$ cat src/rtl/ram_burst_master.sv
// ram_burst_master: burst initiator for a 16x8 sync dual-port RAM; define RAM_MASTER_CLEAR_EN to add clr_req and a CLEAR state
module ram_burst_master #(
  parameter int DATA_W = 8,
  parameter int ADDR_W = 4
) (
  input  logic              clk,
  input  logic              reset_n,
`ifdef RAM_MASTER_CLEAR_EN
  input  logic              clr_req,
`endif
  input  logic              cmd_valid,
  output logic              cmd_ready,
  input  logic              cmd_op,
  input  logic [ADDR_W-1:0] cmd_addr,
  input  logic [ADDR_W-1:0] cmd_len,
  input  logic              wd_valid,
  output logic              wd_ready,
  input  logic [DATA_W-1:0] wd_data,
  output logic              rd_valid,
  input  logic              rd_ready,
  output logic [DATA_W-1:0] rd_data,
  output logic              busy,
  output logic              done,
  output logic              ram_reset,
  output logic              ram_we,
  output logic              ram_re,
  output logic [ADDR_W-1:0] ram_w_add,
  output logic [ADDR_W-1:0] ram_r_add,
  output logic [DATA_W-1:0] ram_data_in,
  input  logic [DATA_W-1:0] ram_data_out
);
`ifdef RAM_MASTER_CLEAR_EN
  typedef enum logic [2:0] {IDLE, WRITE, READ, DRAIN, CLEAR} state_t;
`else
  typedef enum logic [1:0] {IDLE, WRITE, READ, DRAIN} state_t;
`endif
  localparam logic [ADDR_W:0] l_one = 1;
  state_t state_q, state_n;
  logic [ADDR_W-1:0] addr_q, addr_n;
  logic [ADDR_W:0] left_q, left_n;
  logic [1:0] occ, occ_n;
  logic [2:0] pend;
  logic [DATA_W-1:0] s1;
  logic re_d1, wd_hs, pop, push, issue, done_d, clr_d;
  assign wd_hs = wd_valid & wd_ready;
  assign pop = rd_valid & rd_ready;
  assign push = re_d1;
  // words held in the skid plus reads still travelling through the RAM, after this edge's pop
  assign pend = {1'b0, occ} + {2'b0, ram_re} + {2'b0, re_d1} - {2'b0, pop};
  assign issue = (state_q == READ) && (left_q != '0) && (pend < 3'd2);
  assign occ_n = occ + {1'b0, push} - {1'b0, pop};
  // next state, burst address/count and the one-cycle done/clear strobes
  always_comb begin
    state_n = state_q;
    addr_n = addr_q;
    left_n = left_q;
    done_d = 1'b0;
    clr_d = 1'b0;
    case (state_q)
      IDLE: begin
        if (cmd_valid && cmd_ready) begin
          state_n = cmd_op ? READ : WRITE;
          addr_n = cmd_addr;
          left_n = {1'b0, cmd_len} + l_one;
        end
`ifdef RAM_MASTER_CLEAR_EN
        else if (clr_req && cmd_ready) begin
          state_n = CLEAR;
          clr_d = 1'b1;
        end
`endif
      end
      WRITE: if (wd_hs) begin
        addr_n = addr_q + 1'b1;
        left_n = left_q - l_one;
        state_n = left_q == l_one ? IDLE : WRITE;
        done_d = left_q == l_one;
      end
      READ: if (issue) begin
        addr_n = addr_q + 1'b1;
        left_n = left_q - l_one;
        state_n = left_q == l_one ? DRAIN : READ;
      end
      DRAIN: begin
        state_n = pend == 3'd0 ? IDLE : DRAIN;
        done_d = pend == 3'd0;
      end
`ifdef RAM_MASTER_CLEAR_EN
      CLEAR: begin
        state_n = IDLE;
        done_d = 1'b1;
      end
`endif
      default: state_n = IDLE;
    endcase
  end
  // FSM state and burst bookkeeping
  always_ff @(posedge clk or negedge reset_n)
    if (!reset_n) begin
      state_q <= IDLE;
      addr_q <= '0;
      left_q <= '0;
    end else begin
      state_q <= state_n;
      addr_q <= addr_n;
      left_q <= left_n;
    end
  // handshake and status outputs, registered from the next state
  always_ff @(posedge clk or negedge reset_n)
    if (!reset_n) begin
      cmd_ready <= 1'b0;
      wd_ready <= 1'b0;
      busy <= 1'b0;
      done <= 1'b0;
      ram_reset <= 1'b1;
    end else begin
      cmd_ready <= state_n == IDLE;
      wd_ready <= state_n == WRITE;
      busy <= state_n != IDLE;
      done <= done_d;
      ram_reset <= clr_d;
    end
  // RAM pins: one write per accepted word, one read per issue slot
  always_ff @(posedge clk or negedge reset_n)
    if (!reset_n) begin
      ram_we <= 1'b0;
      ram_re <= 1'b0;
      re_d1 <= 1'b0;
      ram_w_add <= '0;
      ram_r_add <= '0;
      ram_data_in <= '0;
    end else begin
      ram_we <= wd_hs;
      ram_re <= issue;
      re_d1 <= ram_re;
      if (wd_hs) ram_w_add <= addr_q;
      if (wd_hs) ram_data_in <= wd_data;
      if (issue) ram_r_add <= addr_q;
    end
  // two-entry skid for returning read data; rd_data is the head entry
  always_ff @(posedge clk or negedge reset_n)
    if (!reset_n) begin
      occ <= '0;
      rd_valid <= 1'b0;
      rd_data <= '0;
      s1 <= '0;
    end else begin
      occ <= occ_n;
      rd_valid <= occ_n != 2'd0;
      if (push && (occ == 2'd0 || (occ == 2'd1 && pop))) rd_data <= ram_data_out;
      else if (pop && occ == 2'd2) rd_data <= s1;
      if (push && ((occ == 2'd1 && !pop) || (occ == 2'd2 && pop))) s1 <= ram_data_out;
    end
endmodule

$ cat config.mk
export PLATFORM = sky130hd
export DESIGN_NAME = ram_burst_master
export DESIGN_NICKNAME = d
export VERILOG_FILES = /design/src/rtl/ram_burst_master.sv
export SDC_FILE = /design/constraint.sdc
export NUM_CORES = 1
export LEC_CHECK = 0
export BUFFER_PORTS_ARGS = -buffer_cell sky130_fd_sc_hd__buf_4
export CORE_AREA = 4 4 108 110
export CTS_CLUSTER_SIZE = 25
export DETAILED_ROUTE_END_ITERATION = 12
export DIE_AREA = 0 0 112 114
export PLACE_DENSITY = 0.53
export REMOVE_ABC_BUFFERS = 1
export SYNTH_ARGS = -nofsm -noshare
export SYNTH_HDL_FRONTEND = slang
export SYNTH_SLANG_ARGS = --single-unit
$ cat constraint.sdc
create_clock -name clk -period 2.5 [get_ports clk]
set_input_delay 0 -clock clk [delete_from_list [all_inputs] [get_ports clk]]
set_output_delay 0 -clock clk [all_outputs]
set_load 0.05 [all_outputs]
# Yosys cells after proc, flatten, opt, wreduce, memory -nomap -nowiden
# Index checks and enable logic that the tools add are counted.
dict set report classes {
  n_mux 20
  n_eq_ne 10
  add_sub_neg 8
  order_cmp 1
  n_reduce_logical 21
  n_bitwise 2
}
# op n
set op_table {}
lappend op_table {{$mux 8} 2}
lappend op_table {{$mux 5} 3}
lappend op_table {{$pmux 5 s3} 1}
lappend op_table {{$mux 4} 3}
lappend op_table {{$pmux 4 s3} 1}
lappend op_table {{$mux 2} 5}
lappend op_table {{$logic_and 1x1->1} 8}
lappend op_table {{$pmux 2 s4} 1}
lappend op_table {{$eq 2x1->1 const B} 3}
lappend op_table {{$eq 2x2->1 const B} 3}
lappend op_table {{$logic_not 2->1} 3}
lappend op_table {{$ne 2x2->1 const B} 3}
lappend op_table {{$reduce_bool 2->1} 3}
lappend op_table {{$add 4x1->5 const B} 1}
lappend op_table {{$eq 5x1->1 const B} 1}
lappend op_table {{$reduce_bool 5->1} 1}
lappend op_table {{$sub 5x1->5 const B} 1}
lappend op_table {{$add 4x1->4 const B} 1}
lappend op_table {{$reduce_and 4->1} 1}
lappend op_table {{$add 2x1->3} 1}
lappend op_table {{$add 3x1->3} 1}
lappend op_table {{$logic_not 3->1} 1}
lappend op_table {{$lt 3x2->1 const B} 1}
lappend op_table {{$mux 1} 3}
lappend op_table {{8 further kinds} 10}
dict set report totals {
  regBits 54
  out_inout_bits 32
}

# Depth between registers and ports, before layout
dict set report depth {
  ltp_word 8
  mapped_depth 11
}

# Worst setup path after synthesis
# Ideal clock, no wire load.
dict set report synth_timing {
  kind {register to register}
  start {register rd_valid}
  end {register busy}
  path_stages_with_launch 11
  setup_ps 131
  required_ps 2369
  period_less_slack_ps 3083
  n_path_buf 0
  slack_ps -583
  arrival_time_ps 2952
  path_cell_list {dfrtp_1 nand2_1 inv_1 ha_1 fa_1 inv_1 fa_1 nand2b_1 o21ai_1 a2bb2oi_1 or3_1}
}
dict set report synth_between {
  elab_chain_cells 7
  elab_cells_between_ends 9
  cone_classes {add/sub (1); order compare (1); mux (3); bitwise (1); reduce/logical (3)}
}
# item line
set synth_rtl {}
lappend synth_rtl {{start, declared} 19} ;# output logic rd_valid,
lappend synth_rtl {{start signal, assigned} 144} ;# rd_valid <= 1'b0;
lappend synth_rtl {{start signal, assigned} 149} ;# rd_valid <= occ_n != 2'd0;
lappend synth_rtl {{$and 1x1->1 *} 46} ;# assign pop = rd_valid & rd_ready;
lappend synth_rtl {{$sub 3x1->3 *} 49} ;# assign pend = {1'b0, occ} + {2'b0, ram_re} + {2'b0, re_d1} - {2'b0, pop};
lappend synth_rtl {{$lt 3x2->1} 50} ;# assign issue = (state_q == READ) && (left_q != '0) && (pend < 3'd2);
lappend synth_rtl {{$logic_and 1x1->1} 50}
lappend synth_rtl {{$mux 2} 79} ;# READ: if (issue) begin
lappend synth_rtl {{$pmux 2 s4 *} 59} ;# case (state_q)
lappend synth_rtl {{named net state_n[1]} 38} ;# state_t state_q, state_n;
lappend synth_rtl {{$reduce_bool 2->1 *} 119} ;# busy <= state_n != IDLE;
lappend synth_rtl {{end signal, assigned} 113} ;# busy <= 1'b0;
lappend synth_rtl {{end signal, assigned} 119}
lappend synth_rtl {{end, declared} 22} ;# output logic busy,
# The timed path passes the listed nets; every way through them passes the cells marked *.
# A chain may end at the register's enable or synchronous reset.

# Worst setup path in the final report
dict set report layout_timing {
  start {register rd_valid}
  end {register ram_r_add[2]}
}
dict set report layout_between {
  elab_chain_cells 4
}
# item line
set layout_rtl {}
lappend layout_rtl {{$and 1x1->1} 46}
lappend layout_rtl {{$sub 3x1->3} 49}
lappend layout_rtl {{$lt 3x2->1} 50}
lappend layout_rtl {{$logic_and 1x1->1} 50}
lappend layout_rtl {{named net issue} 44} ;# logic re_d1, wd_hs, pop, push, issue, done_d, clr_d;
lappend layout_rtl {{end signal, assigned} 138} ;# if (issue) ram_r_add <= addr_q;
lappend layout_rtl {{end, declared} 28} ;# output logic [ADDR_W-1:0] ram_r_add,
# The timed path passes the listed nets, and every way through them passes these cells.

==> metrics.md <==
| Metric | Value |
|---|---|
| Status | `complete, but fails checks` |
| Failing checks | `negative setup slack` |
| Leakage Power | `approximately 1.8 nW` |
| Power Total | `between 5 and 6 mW` |
| Final Hold Vio Count | `0` |
| Worst IR Drop VDD | `529 µV` |
| Mean post-synth cell area | `roughly 12 µm²` |
| CP Max Fanout | `5` |
| Clock net sink count | `between 50 and 60` |
| Synth warn | `0` |
| Post-synth top flop | `dfrtp_1` |
| Antenna violations before repair | `0` |
| Critical R2R Capture | `ram_r_add[2]$_DFFE_PN0P_` |
| Max Clock Skew | `5.27 ps` |
| Total Wirelength | `approximately 6.2 mm` |
| Worst path required time | `2700 ps` |
| Seq/Total Area, Yosys | `0.513` |
| DP HPWL | `4.40 mm` |
| FF+latch count, synth | `between 50 and 60` |
| Worst reg-to-reg path cell count | `10` |
| Clock slew at reported path FFs | `around 100 ps` |
| I/O Buffers | `61` |
| Core Footprint | `10700 µm²` |
| Gr ovfl total | `0` |
| Diode count | `0` |
| Worst hold path cell count | `3` |
| Netlist area before placement | `~2600 µm²` |
| Slew Limit Fails | `0` |
| Final setup margin | `-15.6 ps` |
| RSZ-0062 raised after global routing | `yes` |
| Post-Synthesis Cells | `between 200 and 250` |
| Die Wd | `between 100 and 150 µm` |
| F_max | `between 0.3 and 0.4 GHz` |
| DRT antenna net count | `0` |
| Critical path class | `flop to flop` |
| Routed len/inst | `between 10 and 15 µm` |
| Rel. slew slack | `0.544` |
| Post-synth EDFFs | `0` |
| DRC Markers | `0` |
| Met2 Track Usage GR | `0.160` |
| Synth Area in XOR/XNOR | `0.0195` |
| Final setup viols | `6` |
| Number of global-route vias before repair | `~2100` |
| GPL Wtd Cong | `~0.74` |
| Mux share of post-synthesis cell area | `0.106` |
| # IOs | `62` |
| WHS Endpoint | `addr_q[2]$_DFFE_PN0P_` |
| GRT Resource Usage Total | `0.0984` |
| Tcrit/Tclk final | `1.01` |
| CTS tree | `yes` |
| Worst Max-Slew Pin Slew | `a little under 700 ps` |
| FFs w/ async S/R, synth | `1.00` |
| Synth cell types | `between 50 and 60` |
| Clock buffer count from CTS | `5` |
| GR peak layer | `met2` |
| Largest net degree at the start of global routing | `between 50 and 60` |
| P&R area growth vs syn | `45.3%` |
| Synth Area in Compound Gates | `0.166` |
| Hold Crit Class | `input pin to flop` |
| Clk buf depth | `2` |
| CP arrival | `approximately 2700 ps` |
| Fraction of layout cells with a size suffix above 1 | `0.453` |
| Final min period | `2520 ps` |
| Die area | `12800 µm²` |
| # H-tree levels | `2` |
| DR iter-0 viols | `59` |
| GR Util met1 | `0.133` |
| Clock Latency Late Sink | `~310 ps` |
| Adder-cell share of the synthesized area | `0.0674` |
| Die extent in y | `around 110 µm` |
| Vias per std cell | `4.35` |
| Pre-antenna DRT Iters | `4` |
| Simple-gate share of the synthesized area | `0.0959` |
| Setup crit end kind | `flop` |
| Max cap viols | `0` |
| Final Util | `0.358` |
| # rows | `38` |
| Root buf cell | `clkbuf_8` |
| Grt met3 use | `0.0223` |
| Reg2Reg Setup Slack | `-20 ps` |
| Worst Setup Start Kind | `flop` |
| Vias | `2003` |
| FF-to-FF Start | `rd_valid$_DFF_PN0_` |
| Hold Startpoint | `cmd_addr[2]` |
| First-pass GRT wire length | `10.4 mm` |
| Final #Nets | `approximately 360` |
| PwrDens | `~1500 nW/µm²` |
| Largest family of logic cells by synthesized area | `compound AO/OA/AOI/OAI gates` |
| Starting density of the core | `0.246` |
## power by group
group	internal (mW)	switching, mW	total (mW)
registers	1.27	0.281	1.55
logic	1.63	2.01	3.64
clock network	0.299	0.294	0.593
total	3.20	2.59	5.79
## logic make-up (layout without fill, tap and decap cells)
group | count (synthesis) | count (layout)
AND/OR/NAND/NOR | 38 | 38
multiplexers | 25 | 25
AO/OA/AOI/OAI | 61 | 61
adder cells (fa/ha/maj) | 13 | 13
XOR/XNOR | 5 | 5
flip-flops | 54 | 54
other | 1 | 1
buffers and inverters | 20 | 123
## critical path, cell delays in order (launching register included)
cell and delay [ps]:
dfrtp_1 400, nand2_2 90, inv_2 50, ha_4 210, fa_2 330, inv_2 60, fa_2 460, buf_6 150
nor4b_4 210, buf_6 160, mux2_4 290
## through the flow
stage	area, µm²	worst slack [ps]	hold WS [ps]	cells	TNS, ps
floorplan	2610	-940	-296	211	-11790
global placement	3380	-234	94.7	431	-2970
detailed placement	3380	-268	99.2	431	-3380
CTS	3760	-193	38.1	458	-2350
global route	3830	-125	46.2	460	-1400
finish	3830	-15.6	38.1	460	-75.2
## synthesized netlist by cell type (2+ instances only)
master,instances,area [µm²]
a21o_1,11,82.6
a21oi_1,12,60.1
a22o_1,9,78.8
a31oi_1,7,43.8
buf_2,2,10.0
clkbuf_1,2,7.51
dfrtp_1,53,1330
fa_1,2,40.0
ha_1,11,138
inv_1,14,52.6
mux2_2,24,270
nand2_1,5,18.8
nand2b_1,5,31.3
nand3_1,8,40.0
nor2_1,6,22.5
nor3_1,3,15.0
nor4b_4,2,47.6
o21ai_0,6,30.0
xnor2_1,3,26.3
## sequential cells by signal (all words and copies together), names as in the netlist, 2 cells and up
| name | cells |
|---|---|
| occ | 2 |
| addr_q | 4 |
| ram_r_add | 4 |
| s1 | 8 |
| rd_data | 8 |
| left_q | 5 |
| ram_data_in | 8 |
| state_q | 2 |
| ram_w_add | 4 |
## layout by cell type, fill, tap and decap left out, drive strengths merged, types with 5 or more instances in the layout
cell          n
clkbuf        6
mux2         24
dlygate4sd3  19
nand2b        5
buf          82
a22o          9
dfrtp        53
ha           11
o21ai         8
inv          14
nor2          6
nand3         8
a21oi        13
a21o         11
a31oi         7
nand2         6
## worst max-delay path by stage
| stage | from | end | slack, ps | cells past startpoint |
|---|---|---|---|---|
| 2_1_floorplan | rd_valid$_DFF_PN0_ | addr_q[3]$_DFFE_PN0P_ | -940 | 9 |
| 3_3_place_gp | rd_valid$_DFF_PN0_ | left_q[1]$_DFFE_PN0P_ | -230 | 12 |
| 3_5_place_dp | rd_valid$_DFF_PN0_ | left_q[1]$_DFFE_PN0P_ | -270 | 12 |
| 4_1_cts | rd_valid$_DFF_PN0_ | ram_r_add[2]$_DFFE_PN0P_ | -190 | 10 |
| 5_1_grt | rd_valid$_DFF_PN0_ | ram_r_add[0]$_DFFE_PN0P_ | -130 | 10 |
| 6_report | rd_valid$_DFF_PN0_ | ram_r_add[2]$_DFFE_PN0P_ | -20 | 10 |
## per-layer routing
metal	wire (µm)	up-vias
met5	0	-
met1	2960	956
met3	313	8
li1	-	991
met2	2830	48
met4	73	0
## final cells by class
cell class | instances | area (µm²)
clock buffer | 6 | 72.6
clock inverter | 2 | 37.5
fill | 1053 | 6870
inverter | 14 | 52.6
multi-input combinational | 143 | 1310
sequential | 54 | 1350
tap | 140 | 175
timing repair buffer | 101 | 828
## timing repair
| action | 4_1_cts | 5_1_grt |
|---|---|---|
| endpoints found under the setup margin | 17 | 18 |
| hold buffers | 19 | 0 |
| setup buffers | 0 | 2 |
| pin swaps | 5 | 6 |
| resized for setup | 21 | 12 |
| hold endpoints to repair | 78 | 0 |
Note: power is estimated with default switching activity, not from simulation.
